[src/rtl/ecap5_wbuart_pkg.sv]
// Shared types and constants for the Wishbone UART receive/transmit stages.
package ecap5_wbuart_pkg;

    localparam int RX_DATA_BITS      = 8;
    localparam int CLK_DIV_W_DEFAULT = 16;

    typedef enum logic [2:0] {
        IDLE   = 3'd0,
        START  = 3'd1,
        DATA   = 3'd2,
        PARITY = 3'd3,
        STOP   = 3'd4
    } rx_state_t;

    // High when the received data plus parity bit disagree with the selected sense.
    function automatic logic parity_mismatch(
        input logic [RX_DATA_BITS-1:0] data,
        input logic                    parity_bit,
        input logic                    odd
    );
        return ((^data) ^ parity_bit) != odd;
    endfunction

endpackage

[src/rtl/ecap5_wbuart_sync.sv]
// Two-flop synchroniser for asynchronous inputs; both stages reset to 1 (idle line level).
module ecap5_wbuart_sync (
    input  logic clk_i,
    input  logic rst_i,
    input  logic d_i,
    output logic q_o
);

    logic meta_q;

    // Metastability chain
    always_ff @(posedge clk_i) begin
        if (rst_i) begin
            meta_q <= 1'b1;
            q_o    <= 1'b1;
        end else begin
            meta_q <= d_i;
            q_o    <= meta_q;
        end
    end

endmodule

[src/rtl/ecap5_wbuart_rx.sv]
// 8N1 UART receiver with mid-bit sampling and a valid/ready byte output.
// Optional parity support is enabled by defining ECAP5_WBUART_RX_PARITY_EN.
module ecap5_wbuart_rx
    import ecap5_wbuart_pkg::*;
#(
    parameter int CLK_DIV_W = CLK_DIV_W_DEFAULT
) (
    input  logic                    clk_i,
    input  logic                    rst_i,
    input  logic                    uart_rx_i,
    input  logic [CLK_DIV_W-1:0]    cfg_clk_div_i,
`ifdef ECAP5_WBUART_RX_PARITY_EN
    input  logic                    cfg_parity_en_i,
    input  logic                    cfg_parity_odd_i,
    output logic                    parity_error_o,
`endif
    output logic [RX_DATA_BITS-1:0] data_o,
    output logic                    valid_o,
    input  logic                    ready_i,
    output logic                    frame_error_o,
    output logic                    overrun_o,
    output logic                    busy_o
);

    localparam logic [CLK_DIV_W-1:0] CNT_ZERO = {CLK_DIV_W{1'b0}};
    localparam logic [CLK_DIV_W-1:0] CNT_ONE  = {{(CLK_DIV_W-1){1'b0}}, 1'b1};
    localparam logic [2:0]           LAST_BIT = 3'(RX_DATA_BITS - 1);

    logic rx_s;
    logic rx_q;
    logic fall_s;
    logic bit_end_s;
    logic half_end_s;

    rx_state_t                state_q,   state_d;
    logic [CLK_DIV_W-1:0]     cnt_q,     cnt_d;
    logic [CLK_DIV_W-1:0]     div_q,     div_d;
    logic [2:0]               bit_idx_q, bit_idx_d;
    logic [RX_DATA_BITS-1:0]  shreg_q,   shreg_d;
    logic                     stop_q,    stop_d;
    logic                     pend_q,    pend_d;
    logic [RX_DATA_BITS-1:0]  data_q,    data_d;
    logic                     valid_q,   valid_d;
    logic                     ferr_q,    ferr_d;
    logic                     ovr_q,     ovr_d;
    logic                     busy_q,    busy_d;
`ifdef ECAP5_WBUART_RX_PARITY_EN
    logic                     par_en_q,  par_en_d;
    logic                     par_odd_q, par_odd_d;
    logic                     par_bit_q, par_bit_d;
    logic                     perr_q,    perr_d;
`endif

    ecap5_wbuart_sync u_sync (
        .clk_i (clk_i),
        .rst_i (rst_i),
        .d_i   (uart_rx_i),
        .q_o   (rx_s)
    );

    assign fall_s     = rx_q & ~rx_s;
    assign bit_end_s  = (cnt_q == (div_q - CNT_ONE));
    assign half_end_s = (cnt_q == ({1'b0, div_q[CLK_DIV_W-1:1]} - CNT_ONE));

    // Frame FSM: next state, bit counter and shift register
    always_comb begin
        state_d   = state_q;
        cnt_d     = cnt_q;
        div_d     = div_q;
        bit_idx_d = bit_idx_q;
        shreg_d   = shreg_q;
        stop_d    = stop_q;
        pend_d    = 1'b0;
`ifdef ECAP5_WBUART_RX_PARITY_EN
        par_en_d  = par_en_q;
        par_odd_d = par_odd_q;
        par_bit_d = par_bit_q;
`endif
        case (state_q)
            IDLE: begin
                cnt_d = CNT_ZERO;
                if (fall_s) begin
                    div_d   = cfg_clk_div_i;
                    state_d = START;
`ifdef ECAP5_WBUART_RX_PARITY_EN
                    par_en_d  = cfg_parity_en_i;
                    par_odd_d = cfg_parity_odd_i;
`endif
                end else begin
                    state_d = IDLE;
                end
            end
            START: begin
                if (half_end_s) begin
                    cnt_d = CNT_ZERO;
                    // A start bit that is high again at mid-bit was a glitch
                    if (rx_s) begin
                        state_d = IDLE;
                    end else begin
                        bit_idx_d = 3'd0;
                        state_d   = DATA;
                    end
                end else begin
                    cnt_d = cnt_q + CNT_ONE;
                end
            end
            DATA: begin
                if (bit_end_s) begin
                    shreg_d   = {rx_s, shreg_q[RX_DATA_BITS-1:1]};
                    cnt_d     = CNT_ZERO;
                    bit_idx_d = bit_idx_q + 3'd1;
                    if (bit_idx_q == LAST_BIT) begin
`ifdef ECAP5_WBUART_RX_PARITY_EN
                        if (par_en_q) begin
                            state_d = PARITY;
                        end else begin
                            state_d = STOP;
                        end
`else
                        state_d = STOP;
`endif
                    end else begin
                        state_d = DATA;
                    end
                end else begin
                    cnt_d = cnt_q + CNT_ONE;
                end
            end
`ifdef ECAP5_WBUART_RX_PARITY_EN
            PARITY: begin
                if (bit_end_s) begin
                    par_bit_d = rx_s;
                    cnt_d     = CNT_ZERO;
                    state_d   = STOP;
                end else begin
                    cnt_d = cnt_q + CNT_ONE;
                end
            end
`endif
            STOP: begin
                if (bit_end_s) begin
                    stop_d  = rx_s;
                    pend_d  = 1'b1;
                    cnt_d   = CNT_ZERO;
                    state_d = IDLE;
                end else begin
                    cnt_d = cnt_q + CNT_ONE;
                end
            end
            default: begin
                cnt_d   = CNT_ZERO;
                state_d = IDLE;
            end
        endcase
        busy_d = (state_d != IDLE);
    end

    // Output holding register: accept, drop with overrun, or clear on handshake
    always_comb begin
        data_d = data_q;
        valid_d = valid_q;
        ferr_d = ferr_q;
        ovr_d  = 1'b0;
`ifdef ECAP5_WBUART_RX_PARITY_EN
        perr_d = perr_q;
`endif
        if (pend_q) begin
            if (!valid_q || ready_i) begin
                data_d  = shreg_q;
                ferr_d  = ~stop_q;
                valid_d = 1'b1;
`ifdef ECAP5_WBUART_RX_PARITY_EN
                perr_d  = par_en_q & parity_mismatch(shreg_q, par_bit_q, par_odd_q);
`endif
            end else begin
                ovr_d = 1'b1;
            end
        end else if (valid_q && ready_i) begin
            valid_d = 1'b0;
        end else begin
            valid_d = valid_q;
        end
    end

    // State and output registers
    always_ff @(posedge clk_i) begin
        if (rst_i) begin
            rx_q      <= 1'b1;
            state_q   <= IDLE;
            cnt_q     <= CNT_ZERO;
            div_q     <= CNT_ZERO;
            bit_idx_q <= 3'd0;
            shreg_q   <= {RX_DATA_BITS{1'b0}};
            stop_q    <= 1'b0;
            pend_q    <= 1'b0;
            data_q    <= {RX_DATA_BITS{1'b0}};
            valid_q   <= 1'b0;
            ferr_q    <= 1'b0;
            ovr_q     <= 1'b0;
            busy_q    <= 1'b0;
`ifdef ECAP5_WBUART_RX_PARITY_EN
            par_en_q  <= 1'b0;
            par_odd_q <= 1'b0;
            par_bit_q <= 1'b0;
            perr_q    <= 1'b0;
`endif
        end else begin
            rx_q      <= rx_s;
            state_q   <= state_d;
            cnt_q     <= cnt_d;
            div_q     <= div_d;
            bit_idx_q <= bit_idx_d;
            shreg_q   <= shreg_d;
            stop_q    <= stop_d;
            pend_q    <= pend_d;
            data_q    <= data_d;
            valid_q   <= valid_d;
            ferr_q    <= ferr_d;
            ovr_q     <= ovr_d;
            busy_q    <= busy_d;
`ifdef ECAP5_WBUART_RX_PARITY_EN
            par_en_q  <= par_en_d;
            par_odd_q <= par_odd_d;
            par_bit_q <= par_bit_d;
            perr_q    <= perr_d;
`endif
        end
    end

    assign data_o        = data_q;
    assign valid_o       = valid_q;
    assign frame_error_o = ferr_q;
    assign overrun_o     = ovr_q;
    assign busy_o        = busy_q;
`ifdef ECAP5_WBUART_RX_PARITY_EN
    assign parity_error_o = perr_q;
`endif

endmodule

[config.mk]
export PLATFORM = sky130hd
export DESIGN_NAME = ecap5_wbuart_rx
export DESIGN_NICKNAME = d
export VERILOG_FILES = /design/src/rtl/ecap5_wbuart_pkg.sv /design/src/rtl/ecap5_wbuart_sync.sv /design/src/rtl/ecap5_wbuart_rx.sv
export SDC_FILE = /design/constraint.sdc
export NUM_CORES = 1
export LEC_CHECK = 0
export CORE_UTILIZATION = 58
export DETAILED_ROUTE_END_ITERATION = 8
export PLACE_DENSITY = 0.86
export RECOVER_POWER = 100
export REMOVE_ABC_BUFFERS = 1
export SKIP_LAST_GASP = 1
export SLEW_MARGIN = 20
export SYNTH_ARGS = -nofsm -noshare
export SYNTH_HDL_FRONTEND = slang
export SYNTH_SLANG_ARGS = --single-unit
[constraint.sdc]
create_clock -name clk_i -period 3.6 [get_ports clk_i]
set_input_delay 0.9 -clock clk_i [delete_from_list [all_inputs] [get_ports clk_i]]
set_output_delay 0.9 -clock clk_i [all_outputs]
set_load 0.02 [all_outputs]
==> summary.md, run 1 <==
| Metric | Value |
|---|---|
| Peak supply drop | a little over 0.3 mV |
| Hold Path Class | reg -> reg |
| Initial DRC Count | 263 |
| Worst path cell trace | inv_1 > ha_1 > nor4b_4 > xnor2_1 > or3_1 > a221o_1 > nor4_4 > nand2_1 > buf_4 > or2_2 > a21oi_1 |
| Slew HR | -13.8% |
| CP bufs+invs | 2 |
| Share of cells above drive strength 1 | between 8 and 9% |
| DRT Wirelength | approximately 8.5 mm |
| R2r endpoint | bit_idx_q[0] |
| First-pass GRT wire length | between 10 and 15 mm |
| Core area | between 0.005 and 0.006 mm² |
| Die width | between 70 and 80 µm |
| Area Growth Syn to Fin | 16.2% |
| IO Port Bufs | 31 |
| Routability Congestion | roughly 0.89 |
| Leak pwr | 1.55 nW |
| Top FF cell, synth | dfxtp_1 |
| Setup violators final | 0 |
| Critical Path RT | around 3.9 ns |
| Clock-pin slew on the worst setup and hold paths | about 0.07 ns |
| Cell Area, Placed | ~0.0038 mm² |
| Yosys reg bits | 63 |
| Worst Hold End | u_sync.q_o |
| RSZ-0062 raised after global routing | no |
| Grt ovf | 0 |
| Max incr delay on CP | around 0.43 ns |
| Drt pass-1 iters | 4 |
| Vias per cell | a little over 6 |
| Cell count after synthesis | about 430 |
| RR Startpoint | div_q[0] |
| Register area share after synthesis | between 30% and 40% |
| Number of synthesized flops with an enable pin | 0 |
| CP max FO | 11 |
| Hold path cells | 1 |
| Largest delay share family, worst path | simple AND/OR/NAND/NOR gates |
| Synth Area per Inst | ~8.1 µm² |
| Max clock buf depth | 2 |
| Critical Path Stages | 11 |
| Root Buffer | clkbuf_8 |
| Rows | 27 |
| Hold Path Origin | u_sync.meta_q |
| Upper clock frequency limit | 0.305 GHz |
| Fin. Hold Viols | 0 |
| Vias in the first global route | 3055 |
| HPWL after DPL | between 5 and 6 mm |
| PwrDens | a little over 400 mW/mm² |
| Worst-Skew Late Latency | about 0.35 ns |
| Remaining DRCs | 0 |
| Clock skew | roughly 0.0060 ns |
| Final ANT Viol Nets | 0 |
| Flop-to-flop setup slack | roughly 0.33 ns |
| Tot GR Track Use | ~29% |
| Initial Util | between 60% and 70% |
| IO Count | 32 |
| Nets | between 400 and 500 |
| CTS Buf Count | 9 |
| CP arrival | roughly 3.6 ns |
| Antenna violations before repair | 0 |
| Die height | between 70 and 80 µm |
| Critical Path Start Type | flop |
| Final min period | between 3 and 4 ns |
| CTS Sinks | 63 |
| WL/cell | 16.3 µm |
| FF-to-FF path depth | 11 |
| Yosys warns | 0 |
| Max-cap violations | 1 |
| CTS tree | done |
| H-tree lvl count | 3 |
| Largest net degree at the start of global routing | 48 |
| Crit Path Class | reg -> reg |
| Final TNS setup | 0 ns |
| N_diodes | 0 |
| Number of distinct library cells after synthesis | 57 |
| Critical Path Slowest Stage Cell | nor4b_4 |
| Final non-filler cell area | 0.00406 mm² |
| CTS Hold Buffers Added | 0 |
| Worst-Margin Slew | approximately 1.7 ns |
| DIE AREA | 0.00633 mm² |
| Final Cycle Share | between 90% and 100% |
| Async SR Flop Fraction | 0% |
| Failing checks | max-capacitance violations, max-slew violations |
| Netlist Area Pre-Place | approximately 0.0035 mm² |
| Worst Setup End Kind | flop |
| Outcome | complete, but fails checks |
| Total number of vias | about 3.2k |
| Max-slew violations | 17 |
## cell type report
cell class              instances  area (µm²)
multi-input cells             320        2040
fillers                       434        1590
clock inverters                 2        60.1
flip-flops and latches         63        1260
repair buffers                 42         383
clock buffers                  14         183
well taps                      72        90.1
inverters                      11        41.3
## metal layers
metal	GRT usage, %	share of wire (%)	up-vias
li1	-	-	1531
met1	35.1	43	1513
met2	49.9	49	102
met3	5.94	5.3	20
met4	14.5	2.6	0
met5	0	0	-
## how the worst max path moves through the flow
stage	startpoint	end	slack, ns
finish	div_q[0]	bit_idx_q[0]	0.33
global route	div_q[2]	busy_o	0.04
CTS	div_q[2]	cnt_q[14]	0.16
detailed placement	div_q[7]	cnt_q[14]	0.33
global placement	div_q[7]	cnt_q[4]	0.34
floorplan	div_q[2]	bit_idx_q[1]	0.46
## cells by family after synthesis
| kind of cell | count (synthesis) | share of synthesized area [%] |
|---|---|---|
| compound gates | 73 | 14.0 |
| fa+ha+maj | 5 | 1.79 |
| buf+inv | 49 | 5.73 |
| flops | 63 | 36.1 |
| simple gates | 183 | 27.3 |
| mux | 7 | 2.01 |
| xor+xnor | 52 | 13.0 |
## cell usage in the layout (no fill, tap or decap), types with 2 or more instances in the layout
cell type	netlist	final
nor3b_1	4	3
a221oi_1	2	2
nor4b_1	2	2
and3_1	5	5
clkdlybuf4s50_1	0	17
xor2_1	24	24
o21ai_0	5	5
dfxtp_1	63	63
a211o_1	2	2
a21oi_1	35	35
or4_1	5	5
inv_1	11	11
nand3_1	27	27
buf_4	1	9
a211oi_1	4	4
o2111ai_1	3	3
a221o_1	2	2
a41oi_1	4	4
nor2_1	23	23
clkbuf_1	30	3
nand2_1	58	59
xnor2_1	28	28
mux2i_1	7	7
clkbuf_8	0	13
nand2b_1	2	2
nor3_1	22	21
nand4_1	8	8
ha_1	5	5
nor2b_1	3	3
or2_2	5	5
nor4_1	4	4
a31oi_1	2	2
dlygate4sd3_1	0	13
bufinv_16	0	2
and2_1	3	3
or3_1	3	3
## repair_timing
item	CTS	global route
buffers inserted	0	2
gates resized for setup	0	1
endpoints found under the setup margin	0	20
## Yosys cell counts, drive strengths merged, types with 3 or more instances
library cell | instances | share of area (%)
or3 | 3 | 0.54
a41oi | 4 | 1.0
nor2 | 23 | 2.5
nand4 | 8 | 1.4
nand2 | 59 | 6.4
nand3 | 27 | 3.9
inv | 11 | 1.2
o2111ai | 3 | 0.75
nor3b | 4 | 0.86
and2 | 3 | 0.54
and3 | 5 | 0.90
nor4b | 4 | 1.6
dfxtp | 63 | 36
nor3 | 22 | 3.2
xnor2 | 28 | 7.0
clkbuf | 30 | 3.2
xor2 | 24 | 6.0
a211oi | 4 | 0.86
nor4 | 6 | 1.7
buf | 8 | 1.3
or2 | 5 | 0.90
mux2i | 7 | 2.0
ha | 5 | 1.8
nor2b | 3 | 0.54
or4 | 5 | 1.1
a21oi | 36 | 5.5
o21ai | 5 | 0.72
## sequential cells by signal (all words and copies together), names as in the netlist
name           flops
bit_idx_q          3
busy_o             1
cnt_q             16
data_o             8
div_q             16
frame_error_o      1
overrun_o          1
pend_q             1
rx_q               1
shreg_q            8
state_q            3
stop_q             1
u_sync.meta_q      1
u_sync.q_o         1
valid_o            1
## where the power goes
part	leakage [nW]	internal [mW]	total, mW	switching [mW]
Clock	0.123	0.466	0.733	0.267
Combinational	0.918	0.0981	0.210	0.111
Sequential	0.509	0.706	0.722	0.0161
Total	1.55	1.27	1.66	0.395
## stage by stage
step	hold WS (ns)	setup WS, ns	std cells	util (%)	power, mW
2_1_floorplan	0.389	0.455	394	-	0.868
3_3_place_gp	0.398	0.337	506	67.4	0.936
3_5_place_dp	0.403	0.327	506	67.4	0.941
4_1_cts	0.421	0.163	522	71.7	1.67
5_1_grt	0.447	0.0400	524	71.9	1.72
6_report	0.417	0.327	524	71.9	1.66
Note: power is estimated with default switching activity, not from simulation.
==> run 2, diff against run 1 <==
--- a/config.mk
+++ b/config.mk
@@ -5,13 +5,15 @@
 export SDC_FILE = /design/constraint.sdc
 export NUM_CORES = 1
 export LEC_CHECK = 0
-export CORE_UTILIZATION = 58
+export CORE_UTILIZATION = 62
 export DETAILED_ROUTE_END_ITERATION = 8
-export PLACE_DENSITY = 0.86
+export PLACE_DENSITY = 0.91
 export RECOVER_POWER = 100
 export REMOVE_ABC_BUFFERS = 1
 export SKIP_LAST_GASP = 1
 export SLEW_MARGIN = 20
 export SYNTH_ARGS = -nofsm -noshare
 export SYNTH_HDL_FRONTEND = slang
+export SYNTH_HIERARCHICAL = 1
 export SYNTH_SLANG_ARGS = --single-unit
+export TNS_END_PERCENT = 30
==> constraint.sdc (replaced) <==
create_clock -name clk_i -period 3.9 [get_ports clk_i]
set_input_delay 0.975 -clock clk_i [delete_from_list [all_inputs] [get_ports clk_i]]
set_output_delay 0.975 -clock clk_i [all_outputs]
set_load 0.02 [all_outputs]
==> summary.md, run 2 <==
| Metric | Value |
|---|---|
| Outcome | finished clean (was complete, but fails checks) |
| Hold Path Class | reg -> reg (unchanged) |
| Core area | 0.00551 mm² (was 0.00564 mm²) |
| CTS tree | done (unchanged) |
| Remaining DRCs | 0 (unchanged) |
| Peak supply drop | 0.222 mV (was 0.302 mV) |
| Clock skew | 0.0118 ns (was 0.00598 ns) |
| Most frequent cells in the layout | nand2_1, dfxtp_1, a21oi_1, nor2_1, xnor2_1 (was dfxtp_1, nand2_1, a21oi_1, xnor2_1, nand3_1) |
| IO Port Bufs | 31 (unchanged) |
| Tot Pwr | 1.35 mW (was 1.66 mW) |
| RSZ-0062 raised after global routing | no (unchanged) |
| Yosys warns | 6 (was 0) |
| Met1 Use GR | 36.4% (was 35.1%) |
| Top post-synthesis cells by area | dfxtp_1, nand2_1, xnor2_1 (was dfxtp_1, xnor2_1, nand2_1) |
| Cell with the most instances after synthesis | nand2_1 (was dfxtp_1) |
| Grt ovf | 0 (unchanged) |
| Top FF cell, synth | dfxtp_1 (unchanged) |
| Final Cycle Share | 85.2% (was 90.9%) |
| Fin. Hold Viols | 0 (unchanged) |
| Critical Path Stages | 8 (was 11) |
| Slew HR | 41.6% (was -13.8%) |
| Top flop regs | cnt_q (16), div_q (16) (unchanged) |
| HPWL after DPL | 5.79 mm (was 5.82 mm) |
| Number of distinct library cells after synthesis | 55 (was 57) |
| Hold Path Origin | u_sync/meta_q (was u_sync.meta_q) |
| H-tree lvl count | 3 (unchanged) |
| Cell count after synthesis | 449 (was 432) |
| Worst Setup End Kind | flop (unchanged) |
| Synth Area per Inst | 7.85 µm² (was 8.08 µm²) |
| Number of synthesized flops with an enable pin | 0 (unchanged) |
| Setup violators final | 0 (unchanged) |
| Worst-Skew Late Latency | 0.35 ns (about the same) |
| Async SR Flop Fraction | 0% (unchanged) |
| Netlist Area Pre-Place | 0.00353 mm² (was 0.00349 mm²) |
| Antenna violations before repair | 0 (unchanged) |
| DRT Wirelength | 8.03 mm (was 8.53 mm) |
| CP bufs+invs | 0 (was 2) |
| CTS Buf Count | 9 (unchanged) |
| Max-cap violations | 0 (was 1) |
| Hold path cells | 1 (unchanged) |
| Drt pass-1 iters | 4 (unchanged) |
| Critical Path Slowest Stage Cell | or4_1 (was nor4b_4) |
| Top Usage Layer GRT | met2 (unchanged) |
| Final ANT Viol Nets | 0 (unchanged) |
| Critical Path Start Type | flop (unchanged) |
| Tot GR Track Use | 28.1% (was 29.4%) |
| IO Count | 32 (unchanged) |
| Largest net degree at the start of global routing | 23 (was 48) |
| Leak pwr | 1.44 nW (was 1.55 nW) |
| Initial DRC Count | 236 (was 263) |
| Commonest non-fill, non-tap cell in the layout | nand2_1 (was dfxtp_1) |
| Area Growth Syn to Fin | 11.9% (was 16.2%) |
| DIE AREA | 0.00599 mm² (was 0.00633 mm²) |
| N_diodes | 0 (unchanged) |
| Root Buffer | clkbuf_8 (unchanged) |
| CTS Sinks | 63 (unchanged) |
| Total number of vias | 3237 (was 3166) |
| GR Util met3 | 8.24% (was 5.94%) |
| Worst Hold End | u_sync/q_o (was u_sync.q_o) |
| Final TNS setup | 0 ns (unchanged) |
| FF-to-FF path depth | 8 (was 11) |
| Vias per cell | 6.05 (was 6.04) |
| Rows | 27 (unchanged) |
| Flop-to-flop setup slack | 0.58 ns (was 0.33 ns) |
| Max clock buf depth | 2 (unchanged) |
| Clock-pin slew on the worst setup and hold paths | 0.07 ns (about the same) |
| Upper clock frequency limit | 0.301 GHz (was 0.305 GHz) |
| Max incr delay on CP | 0.68 ns (was 0.43 ns) |
| Register area share after synthesis | 35.8% (was 36.1%) |
| Die width | 77.4 µm (was 79.6 µm) |
| WL/cell | 15.0 µm (was 16.3 µm) |
| Initial Util | 64.0% (was 61.9%) |
| Synth cell count leaders | nand2_1, dfxtp_1, a21oi_1, nor2_1 (was dfxtp_1, nand2_1, a21oi_1, clkbuf_1, xnor2_1) |
| Largest delay share family, worst path | simple AND/OR/NAND/NOR gates (unchanged) |
| Met2 Usage GRT | 43.7% (was 49.9%) |
| Crit Path Class | reg -> reg (unchanged) |
| CP max FO | 12 (was 11) |
| Worst-Margin Slew | 0.873 ns (was 1.69 ns) |
| CP arrival | 3.55 ns (about the same) |
| First-pass GRT wire length | 13.3 mm (was 14.3 mm) |
| Routability Congestion | 0.894 (was 0.893) |
| RR Startpoint | div_q[3] (was div_q[0]) |
| Yosys reg bits | 63 (unchanged) |
| Worst path cell trace | or4_1 > nor2_1 > xnor2_1 > nor4_1 > nand4_1 > or4b_1 > o211ai_1 > a21oi_1 (was inv_1 > ha_1 > nor4b_4 > xnor2_1 > or3_1 > a221o_1 > nor4_4 > nand2_1 > buf_4 > or2_2 > a21oi_1) |
| Share of cells above drive strength 1 | 7.34% (was 8.85%) |
| Largest area contributor in the netlist | dfxtp_1 (unchanged) |
| PwrDens | 341 mW/mm² (was 410 mW/mm²) |
| Vias in the first global route | 2928 (was 3055) |
| Final min period | 3.32 ns (was 3.27 ns) |
| Nets | 483 (was 472) |
| R2r endpoint | bit_idx_q[2] (was bit_idx_q[0]) |
| Max-slew violations | 0 (was 17) |
| Critical Path RT | 4.13 ns (was 3.88 ns) |
| Post-synth top area share | 35.8% (was 36.1%) |
| Die height | 77.4 µm (was 79.6 µm) |
run 2: changes by cell type in the layout (fill, tap and decap cells not counted), sizes merged, moves of 4 or more:
cell and change:
a21oi +4, nor2 +14, nand2 +12, mux2i -4, buf -8, o211ai +5
xor2 -4, or2 +4, and3 +6, clkbuf -6, nor3 -12, nor4 +8
run 2: cell type report:
type | instances | area (µm²)
Timing Repair Buffer | 33 | 322
Clock buffer | 10 | 128
Tap cell | 72 | 90.1
Clock inverter | 6 | 37.5
Inverter | 11 | 41.3
Fill cell | 424 | 1560
Multi-Input combinational cell | 340 | 2070
Sequential cell | 63 | 1260
run 2: metrics by stage:
step           cells  worst slack, ns  utilization (%)  hold WS (ns)  cell area, µm²
5_1_grt          535            0.296             71.7         0.416            3950
6_report         535            0.577             71.7         0.411            3950
3_5_place_dp     519            0.524             68.8         0.395            3790
2_1_floorplan    414             1.01                -         0.385            3370
4_1_cts          535            0.461             71.8         0.411            3950
3_3_place_gp     519            0.641             68.8         0.394            3790
run 2: how the worst max path moves through the flow:
stage | from | end | slack (ns)
4_1_cts | div_q[1] | bit_idx_q[0] | 0.46
5_1_grt | div_q[1] | bit_idx_q[0] | 0.30
6_report | div_q[3] | bit_idx_q[2] | 0.58
2_1_floorplan | div_q[1] | bit_idx_q[0] | 1.01
3_5_place_dp | div_q[1] | bit_idx_q[0] | 0.52
3_3_place_gp | div_q[1] | bit_idx_q[0] | 0.64
run 2: routing by layer:
metal  share of wire, %  wire, µm  vias to the layer above
met1                 45      3630                     1507
met5                  0         0                        -
met3                6.1       486                       26
met4                2.5       203                        0
met2                 46      3710                      123
li1                   -         -                     1581
run 2: report_power, final:
| group | leakage [nW] | switching [mW] | total (mW) | internal, mW |
|---|---|---|---|---|
| Combinational | 0.855 | 0.103 | 0.192 | 0.0897 |
| Clock | 0.0781 | 0.258 | 0.485 | 0.227 |
| Sequential | 0.509 | 0.0177 | 0.669 | 0.651 |
run 2: cell families (layout without fill, tap and decap cells):
group | count (synthesis) | count (layout) | synth area share, %
AO/OA/AOI/OAI | 82 | 82 | 15.2
multiplexers | 3 | 3 | 0.852
XOR/XNOR | 47 | 47 | 11.7
AND/OR/NAND/NOR | 203 | 203 | 29.2
flip-flops | 63 | 63 | 35.8
adder cells (fa/ha/maj) | 5 | 5 | 1.77
buffers and inverters | 46 | 60 | 5.50
run 2: timing repair:
item	4_1_cts	5_1_grt
endpoints found under the setup margin	0	1
hold buffers	0	0
buffers inserted	0	0
resized for setup	0	1
run 2: worst reg2reg max path, stage by stage, from the launching register on:
cell	delay, ns
dfxtp_1	0.46
or4_1	0.68
nor2_1	0.44
xnor2_1	0.14
nor4_1	0.42
nand4_1	0.14
or4b_1	0.61
o211ai_1	0.23
a21oi_1	0.09
